### src/rtl/branch_rs_pkg.sv
// -----------------------------------------------------------------------------
// branch_rs_pkg
// Shared definitions for the branch reservation station: address/word/tag
// types, the branch opcode encoding, the UNLOCKED tag and ZERO word constants,
// plus the CDB tag-match helper used by both allocation and wakeup paths.
// -----------------------------------------------------------------------------
package branch_rs_pkg;

   localparam int ADDR_W = 32;
   localparam int WORD_W = 32;
   localparam int TAG_W  = 5;

   typedef logic [ADDR_W-1:0] addr_t;
   typedef logic [WORD_W-1:0] word_t;
   typedef logic [TAG_W-1:0]  regtag_t;

   typedef enum logic [2:0] {
      BR_NOP  = 3'd0,
      BR_BEQ  = 3'd1,
      BR_BNE  = 3'd2,
      BR_BLT  = 3'd3,
      BR_BGE  = 3'd4,
      BR_BLTU = 3'd5,
      BR_BGEU = 3'd6,
      BR_JAL  = 3'd7
   } sinst_t;

   // Tag value meaning "operand value is present".
   localparam regtag_t UNLOCKED = '0;
   localparam word_t   ZERO     = '0;

   // A broadcast only wakes operands that are actually waiting.
   function automatic logic tag_hit(input regtag_t tag, input logic cdb_en,
                                    input regtag_t cdb_tag);
      return cdb_en && (tag != UNLOCKED) && (tag == cdb_tag);
   endfunction

endpackage

### src/rtl/branch_rs_select.sv
// -----------------------------------------------------------------------------
// branch_rs_select
// Combinational picker over the ready vector of the branch reservation station.
//   ready     : one bit per entry, entry may issue this cycle
//   age       : (BRANCH_RS_AGE_ORDER_EN only) packed per-entry age, larger = older
//   grant_vld : some entry was selected
//   grant_idx : index of the selected entry
// Default build picks the lowest-index ready entry; with BRANCH_RS_AGE_ORDER_EN
// defined it picks the oldest ready entry, ties going to the lower index.
// -----------------------------------------------------------------------------
module branch_rs_select #(
   parameter int DEPTH = 4
) (
   input  logic [DEPTH-1:0]                 ready,
`ifdef BRANCH_RS_AGE_ORDER_EN
   input  logic [DEPTH*$clog2(DEPTH)-1:0]   age,
`endif
   output logic                             grant_vld,
   output logic [$clog2(DEPTH)-1:0]         grant_idx
);

   localparam int IW = $clog2(DEPTH);

`ifdef BRANCH_RS_AGE_ORDER_EN
   logic [IW-1:0] best_age;

   always_comb begin
      grant_vld = 1'b0;
      grant_idx = '0;
      best_age  = '0;
      // Strictly-greater compare keeps the lower index on equal ages.
      for (int i = 0; i < DEPTH; i++) begin
         if (ready[i] && (!grant_vld || (age[i*IW +: IW] > best_age))) begin
            grant_vld = 1'b1;
            grant_idx = IW'(i);
            best_age  = age[i*IW +: IW];
         end
      end
   end
`else
   always_comb begin
      grant_vld = 1'b0;
      grant_idx = '0;
      for (int i = DEPTH - 1; i >= 0; i--) begin
         if (ready[i]) begin
            grant_vld = 1'b1;
            grant_idx = IW'(i);
         end
      end
   end
`endif

endmodule

### src/rtl/branch_rs.sv
// -----------------------------------------------------------------------------
// branch_rs
// Branch reservation station: holds DEPTH branches waiting on operands, wakes
// them from the common data bus and issues one ready branch per cycle.
//   clk, rst_n         : clock, synchronous active-low reset
//   rdy                : global enable, low freezes all state
//   alloc_*            : new branch (op, pc, offset, operand tags/values)
//   cdb_en/tag/data    : result broadcast
//   flush_in           : drop every entry and the issue packet
//   full_out           : no free entry (combinational from valid bits)
//   branch_*_out       : registered issue packet to the execute stage
// Optional: BRANCH_RS_AGE_ORDER_EN adds per-entry age counters and issues the
// oldest ready entry instead of the lowest-index one.
// -----------------------------------------------------------------------------
module branch_rs
   import branch_rs_pkg::*;
#(
   parameter int DEPTH = 4
) (
   input  logic    clk,
   input  logic    rst_n,
   input  logic    rdy,
   input  logic    alloc_en,
   input  sinst_t  alloc_op,
   input  addr_t   alloc_pc,
   input  word_t   alloc_offset,
   input  regtag_t alloc_tagx,
   input  regtag_t alloc_tagy,
   input  word_t   alloc_datax,
   input  word_t   alloc_datay,
   input  logic    cdb_en,
   input  regtag_t cdb_tag,
   input  word_t   cdb_data,
   input  logic    flush_in,
   output logic    full_out,
   output logic    branch_busy_out,
   output sinst_t  branch_op_out,
   output addr_t   branch_pc_out,
   output word_t   branch_offset_out,
   output regtag_t branch_tagx_out,
   output regtag_t branch_tagy_out,
   output word_t   branch_datax_out,
   output word_t   branch_datay_out
);

   localparam int IW = $clog2(DEPTH);

   logic [DEPTH-1:0] valid_q;
   sinst_t           op_q    [DEPTH];
   addr_t            pc_q    [DEPTH];
   word_t            off_q   [DEPTH];
   regtag_t          tagx_q  [DEPTH];
   regtag_t          tagy_q  [DEPTH];
   word_t            datax_q [DEPTH];
   word_t            datay_q [DEPTH];

   logic [DEPTH-1:0] ready;
   logic [IW-1:0]    free_idx;
   logic             iss_vld;
   logic [IW-1:0]    iss_idx;
   logic             do_alloc;
   logic             step;

   assign full_out = &valid_q;
   assign do_alloc = alloc_en && !full_out;
   // Normal (non-flush) update of the station this cycle.
   assign step     = rst_n && rdy && !flush_in;

   // Readiness comes from registered state only, so an entry allocated or
   // woken this cycle becomes issuable next cycle.
   always_comb begin
      ready    = '0;
      free_idx = '0;
      for (int i = DEPTH - 1; i >= 0; i--) begin
         ready[i] = valid_q[i] && (tagx_q[i] == UNLOCKED) && (tagy_q[i] == UNLOCKED);
         if (!valid_q[i]) free_idx = IW'(i);
      end
   end

`ifdef BRANCH_RS_AGE_ORDER_EN
   logic [DEPTH*IW-1:0] age_q;

   always_ff @(posedge clk) begin
      if (!rst_n) begin
         age_q <= '0;
      end else if (step && do_alloc) begin
         for (int i = 0; i < DEPTH; i++) begin
            if (free_idx == IW'(i))
               age_q[i*IW +: IW] <= '0;
            else if (valid_q[i] && (age_q[i*IW +: IW] != IW'(DEPTH - 1)))
               age_q[i*IW +: IW] <= age_q[i*IW +: IW] + IW'(1);
         end
      end
   end
`endif

   branch_rs_select #(.DEPTH(DEPTH)) u_select (
      .ready     (ready),
`ifdef BRANCH_RS_AGE_ORDER_EN
      .age       (age_q),
`endif
      .grant_vld (iss_vld),
      .grant_idx (iss_idx)
   );

   // Control and issue register stage
   always_ff @(posedge clk) begin
      if (!rst_n) begin
         valid_q           <= '0;
         branch_busy_out   <= 1'b0;
         branch_op_out     <= BR_NOP;
         branch_pc_out     <= ZERO;
         branch_offset_out <= ZERO;
         branch_tagx_out   <= UNLOCKED;
         branch_tagy_out   <= UNLOCKED;
         branch_datax_out  <= ZERO;
         branch_datay_out  <= ZERO;
      end else if (rdy) begin
         branch_tagx_out <= UNLOCKED;
         branch_tagy_out <= UNLOCKED;
         if (!flush_in && iss_vld) begin
            valid_q[iss_idx]  <= 1'b0;
            branch_busy_out   <= 1'b1;
            branch_op_out     <= op_q[iss_idx];
            branch_pc_out     <= pc_q[iss_idx];
            branch_offset_out <= off_q[iss_idx];
            branch_datax_out  <= datax_q[iss_idx];
            branch_datay_out  <= datay_q[iss_idx];
         end else begin
            branch_busy_out   <= 1'b0;
            branch_op_out     <= BR_NOP;
            branch_pc_out     <= ZERO;
            branch_offset_out <= ZERO;
            branch_datax_out  <= ZERO;
            branch_datay_out  <= ZERO;
         end
         // The free slot is never the issuing one: issue needs a valid entry.
         if (flush_in)
            valid_q <= '0;
         else if (do_alloc)
            valid_q[free_idx] <= 1'b1;
      end
   end

   // Entry payload stage: allocation fill and CDB wakeup
   always_ff @(posedge clk) begin
      if (step) begin
         for (int i = 0; i < DEPTH; i++) begin
            if (do_alloc && (free_idx == IW'(i))) begin
               op_q[i]  <= alloc_op;
               pc_q[i]  <= alloc_pc;
               off_q[i] <= alloc_offset;
               if (tag_hit(alloc_tagx, cdb_en, cdb_tag)) begin
                  tagx_q[i]  <= UNLOCKED;
                  datax_q[i] <= cdb_data;
               end else begin
                  tagx_q[i]  <= alloc_tagx;
                  datax_q[i] <= alloc_datax;
               end
               if (tag_hit(alloc_tagy, cdb_en, cdb_tag)) begin
                  tagy_q[i]  <= UNLOCKED;
                  datay_q[i] <= cdb_data;
               end else begin
                  tagy_q[i]  <= alloc_tagy;
                  datay_q[i] <= alloc_datay;
               end
            end else if (valid_q[i]) begin
               if (tag_hit(tagx_q[i], cdb_en, cdb_tag)) begin
                  tagx_q[i]  <= UNLOCKED;
                  datax_q[i] <= cdb_data;
               end
               if (tag_hit(tagy_q[i], cdb_en, cdb_tag)) begin
                  tagy_q[i]  <= UNLOCKED;
                  datay_q[i] <= cdb_data;
               end
            end
         end
      end
   end

endmodule

### config.mk
export PLATFORM = sky130hd
export DESIGN_NAME = branch_rs
export DESIGN_NICKNAME = d
export VERILOG_FILES = /design/src/rtl/branch_rs_pkg.sv /design/src/rtl/branch_rs_select.sv /design/src/rtl/branch_rs.sv
export SDC_FILE = /design/constraint.sdc
export NUM_CORES = 1
export LEC_CHECK = 0
export BUFFER_PORTS_ARGS = -buffer_cell sky130_fd_sc_hd__buf_2
export CORE_MARGIN = 10
export CORE_UTILIZATION = 45
export DETAILED_ROUTE_END_ITERATION = 6
export GPL_TIMING_DRIVEN = 0
export PLACE_DENSITY_LB_ADDON = 0.08
export SYNTH_ARGS = -nofsm -noshare
export SYNTH_HDL_FRONTEND = slang
export SYNTH_SLANG_ARGS = --single-unit
### constraint.sdc
create_clock -name clk -period 6.2 [get_ports clk]
set_input_delay 1.55 -clock clk [delete_from_list [all_inputs] [get_ports clk]]
set_output_delay 1.55 -clock clk [all_outputs]
set_load 0.05 [all_outputs]
==> results by stage <==
Run status:
- The run finished with clean final reports.

Global route:
- The aggregate global-route resource usage is 0.2395.
- The first-pass GRT wire length is 137400 microns.
- Entering global routing, the biggest net connects 46 pins.
- The initial antenna violation count was 28.
- The number of global-route vias before repair was 20450.
- The final global-route overflow total is 0.

Setup path:
- The largest driver fanout on the critical path is 45.
- For the worst setup path, the data required time is 6560 ps.
- For flop-to-flop paths, the worst setup slack is 2310 ps.
- The reg-to-reg critical path endpoint is datax_q[2][29].
- In this run the worst setup path terminates at datax_q[2][29].
- For the worst setup path, the data arrival time is 4930 ps.
- The category of the worst setup path capture point is a flip-flop.
- The critical path is of the input port to flip-flop type.
- The launch instance of the worst register-to-register path is valid_q[0].
- The sort of element at the start of the critical path is an input port.
- For the worst flop-to-flop path, the logic depth is 8.
- The startpoint of the worst setup timing path is flush_in.

Synth:
- Dividing the synthesized area by the synthesized cell count gives 14.67 sq um.
- The commonest cells after synthesis are 564 x sky130_fd_sc_hd__edfxtp_1, 257 x sky130_fd_sc_hd__mux2_2, 136 x sky130_fd_sc_hd__dfxtp_1, 132 x sky130_fd_sc_hd__a22oi_1, 104 x sky130_fd_sc_hd__clkbuf_1.
- The cell taking the most area after synthesis is sky130_fd_sc_hd__edfxtp_1.
- The number of storage elements in the synthesis netlist is 700.
- Synthesis instantiated 57 different standard cells from the library.
- After synthesis the cells add up to 29840 sq um.
- The most common cell in the synthesized netlist is sky130_fd_sc_hd__edfxtp_1.
- In this run, synthesis inferred 564 flip-flops with an integrated enable.
- The leading register cell type out of synthesis is sky130_fd_sc_hd__edfxtp_1.
- The number of warnings reported in the yosys synthesis log is 0.
- Of the post-synthesis cell area, the dominant cell type holds 0.5675.
- The number of standard cells after synthesis is 2034.
- In the post-synthesis netlist, the biggest area contributors are sky130_fd_sc_hd__edfxtp_1 57%, sky130_fd_sc_hd__mux2_2 9.7%, sky130_fd_sc_hd__dfxtp_1 9.1%, sky130_fd_sc_hd__a22oi_1 3.3%, sky130_fd_sc_hd__o2bb2ai_1 2.7%.
- Of the synthesized area, sequential elements account for 0.6588.
- The post-synthesis async set-or-reset flop share is 0.

Timing:
- The worst hold-check slack is 439.8 ps.
- The minimum period implied by the final worst setup slack is 4569 ps.
- The final setup violation count is 0.
- The worst pin sits at a relative slew slack of 0.03396.
- The ratio of final minimum period to clock period is 0.7370.
- The number of max-slew violations in the final report is 0.
- The maximum frequency from static timing analysis is 0.2188 GHz.
- Setup repair after global routing left no endpoint under its margin.
- The final hold violation count is 0.
- The setup TNS after final layout is 0 ps.
- The worst-margin pin slew is 1449 ps.
- Between clock sinks in the finished design, the worst skew comes to 28.96 ps.

Cells and area:
- The total area of sequential cells is 19660 sq um.
- The proportion of layout cells with a drive suffix above 1 is 0.3425.
- From synthesis to final layout, the design area changed by 19.01%.
- The total area of multi-input combinational cells is 9442 sq um.
- The layout has 5604 filler cells.
- For this run, the post-layout net count is 2645.

Power:
- The peak ir drop on the vdd network is 0.1723 mV.
- The switching share of power is 0.2133.
- The share of total power dissipated in sequential elements is 0.519.
- The net switching power is 2.093 mW.
- The part of the total power dissipated in the clock network is 0.444.
- The combinational group share of total power is 0.037.
- The internal power summed over all cells is 7.721 mW.
- The static leakage is 12.48 nW.
- Dividing total power by cell area gives a power density of 276.3 nW/um^2.

Detailed routing:
- The count of nets left with antenna violations once routing finished came out at 0.
- Wires add up to 95210 microns.
- The routed wirelength normalized by instance count is 28.07 microns.
- Routed signal wires occupy layers up through met5.
- Summing over every cut layer, the via total after detailed routing is 19860.
- The detailed route wirelength on metal2 is 47770 microns.
- The post-detailed-route DRC marker count is 0.
- The met3 layer wire length in the routed design is 6174 microns.
- The iteration count of the initial detailed-routing pass is 6.
- For this block, wires on met1 add up to 38750 microns.
- The initial detailed-routing violation count is 1849.
- After detailed routing, the number of vias per cell comes to 5.855.

Placed design:
- The weighted congestion at the end of routability-driven global placement is 0.8269.
- Input and output buffers added on the ports amount to 314.
- Detailed placement ended at an HPWL of 65240 microns.

Floorplanning:
- The die area is 77020 sq um.
- The number of top-level design ports is 327.
- The floorplan has 94 rows.
- The total area inside the core boundary comes to 65750 sq um.
- The die is 277.5 microns wide.
- The floorplan die height is 277.5 microns.
- The effective utilization at floorplan is 0.4539.

Clock network:
- The clock tree synthesis step divided the H-tree into 3 levels.
- In this run the deepest clock path goes through 3 buffers.
- Clock tree synthesis inserted a total of 76 buffers.
- CTS saw 700 sinks.
- Once the clock tree was built, the resizer swapped 0 gates to a different size.
- The clock-pin slew of the registers on the worst-case setup and hold paths is 60 ps.
- The insertion delay of the later-clocked pin in the worst-skew pair is 620 ps.
- CTS placed an instance of sky130_fd_sc_hd__clkbuf_16 at the clock tree root.
- The number of buffers added for setup after CTS is 0.
- The CTS tree is built.
- The count of hold-fix buffers inserted at cts is 0.

Run:
- The number of maximum-capacitance violations is 0.

Worst hold path:
- The class of the worst hold path is flip-flop to flip-flop.
-- power by group through the flow --
| stage | Sequential, mW | Combinational [mW] | Clock, mW |
|---|---|---|---|
| floorplan | 5.20 | 0.167 | 0 |
| global route | 5.10 | 0.389 | 4.61 |
| CTS | 5.10 | 0.361 | 4.42 |
| finish | 5.10 | 0.361 | 4.36 |
| global placement | 5.20 | 0.341 | 0 |
| detailed placement | 5.20 | 0.358 | 0 |
-- stage by stage --
| step | worst slack (ps) | cells | power [mW] | utilization | cell area (sq um) |
|---|---|---|---|---|---|
| after global routing | 1492 | 3388 | 10.09 | 0.5400 | 35500 |
| after detailed placement | 1034 | 3247 | 5.555 | 0.5042 | 33150 |
| after global placement | -3465 | 3221 | 5.541 | 0.4949 | 32540 |
| final | 1631 | 3392 | 9.814 | 0.5402 | 35510 |
| after floorplan | 269.2 | 2043 | 5.369 | - | 29880 |
| after CTS | 1695 | 3384 | 9.876 | 0.5399 | 35490 |
-- per-layer routing --
| metal | track usage | up-vias |
|---|---|---|
| met2 | 0.4123 | 643 |
| met5 | 0 | - |
| li1 | - | 8886 |
| met4 | 0.07178 | 28 |
| met3 | 0.05208 | 173 |
| met1 | 0.2968 | 10130 |
-- cell type report --
class | instances | share of cell area
Sequential cell | 700 | 0.5536
Inverter | 12 | 0.001339
Timing Repair Buffer | 340 | 0.05922
Tap cell | 864 | 0.03044
Antenna cell | 8 | 0.0005637
Clock inverter | 38 | 0.007469
Buffer | 174 | 0.02301
Multi-Input combinational cell | 1157 | 0.2659
Clock buffer | 99 | 0.05855
-- logic make-up after synthesis --
kind of cell              synth area share
AOI/OAI and AO/OA                   0.1207
xor gates and xnor gates           0.01321
buffers and inverters              0.02889
DFF                                 0.6588
muxes                               0.1156
other                            0.0001257
and+or+nand+nor                    0.06268
-- registers in the layout, summed over array words and instances, names as in the netlist, 32 cells and up --
name,flops
branch_offset_out,32
datax_q,128
branch_datax_out,32
off_q,128
datay_q,128
branch_pc_out,32
branch_datay_out,32
pc_q,128
-- worst min path at each step --
stage	from	end	slack, ps	cells after the start
floorplan	datax_q[0][10]	branch_datax_out[10]	440	2
global placement	branch_busy_out	branch_busy_out	430	2
detailed placement	branch_busy_out	branch_busy_out	430	2
CTS	branch_busy_out	branch_busy_out	440	2
global route	branch_busy_out	branch_busy_out	460	2
finish	branch_busy_out	branch_busy_out	440	2
-- cell usage in the layout, fill, tap and decap left out, types with 77 or more instances in the layout --
cell type | Yosys | layout
sky130_fd_sc_hd__edfxtp_1 | 564 | 564
sky130_fd_sc_hd__buf_2 | 44 | 358
sky130_fd_sc_hd__o21ai_0 | 101 | 98
sky130_fd_sc_hd__nand3_1 | 99 | 99
sky130_fd_sc_hd__a21oi_1 | 100 | 100
sky130_fd_sc_hd__o2bb2ai_1 | 93 | 93
sky130_fd_sc_hd__clkbuf_16 | 0 | 77
sky130_fd_sc_hd__mux2_2 | 257 | 257
sky130_fd_sc_hd__clkbuf_1 | 104 | 119
sky130_fd_sc_hd__dfxtp_1 | 136 | 136
sky130_fd_sc_hd__a22oi_1 | 132 | 132
-- critical path, stage by stage --
cell                       delay, ps
sky130_fd_sc_hd__buf_2           130
sky130_fd_sc_hd__and3b_1         190
sky130_fd_sc_hd__buf_2           220
sky130_fd_sc_hd__nand2_2         220
sky130_fd_sc_hd__or3_1           500
sky130_fd_sc_hd__inv_4           420
sky130_fd_sc_hd__buf_16          330
sky130_fd_sc_hd__nand2_1         550
sky130_fd_sc_hd__clkbuf_1        430
sky130_fd_sc_hd__mux2_2          360
Power figures use the tool's default switching activity.
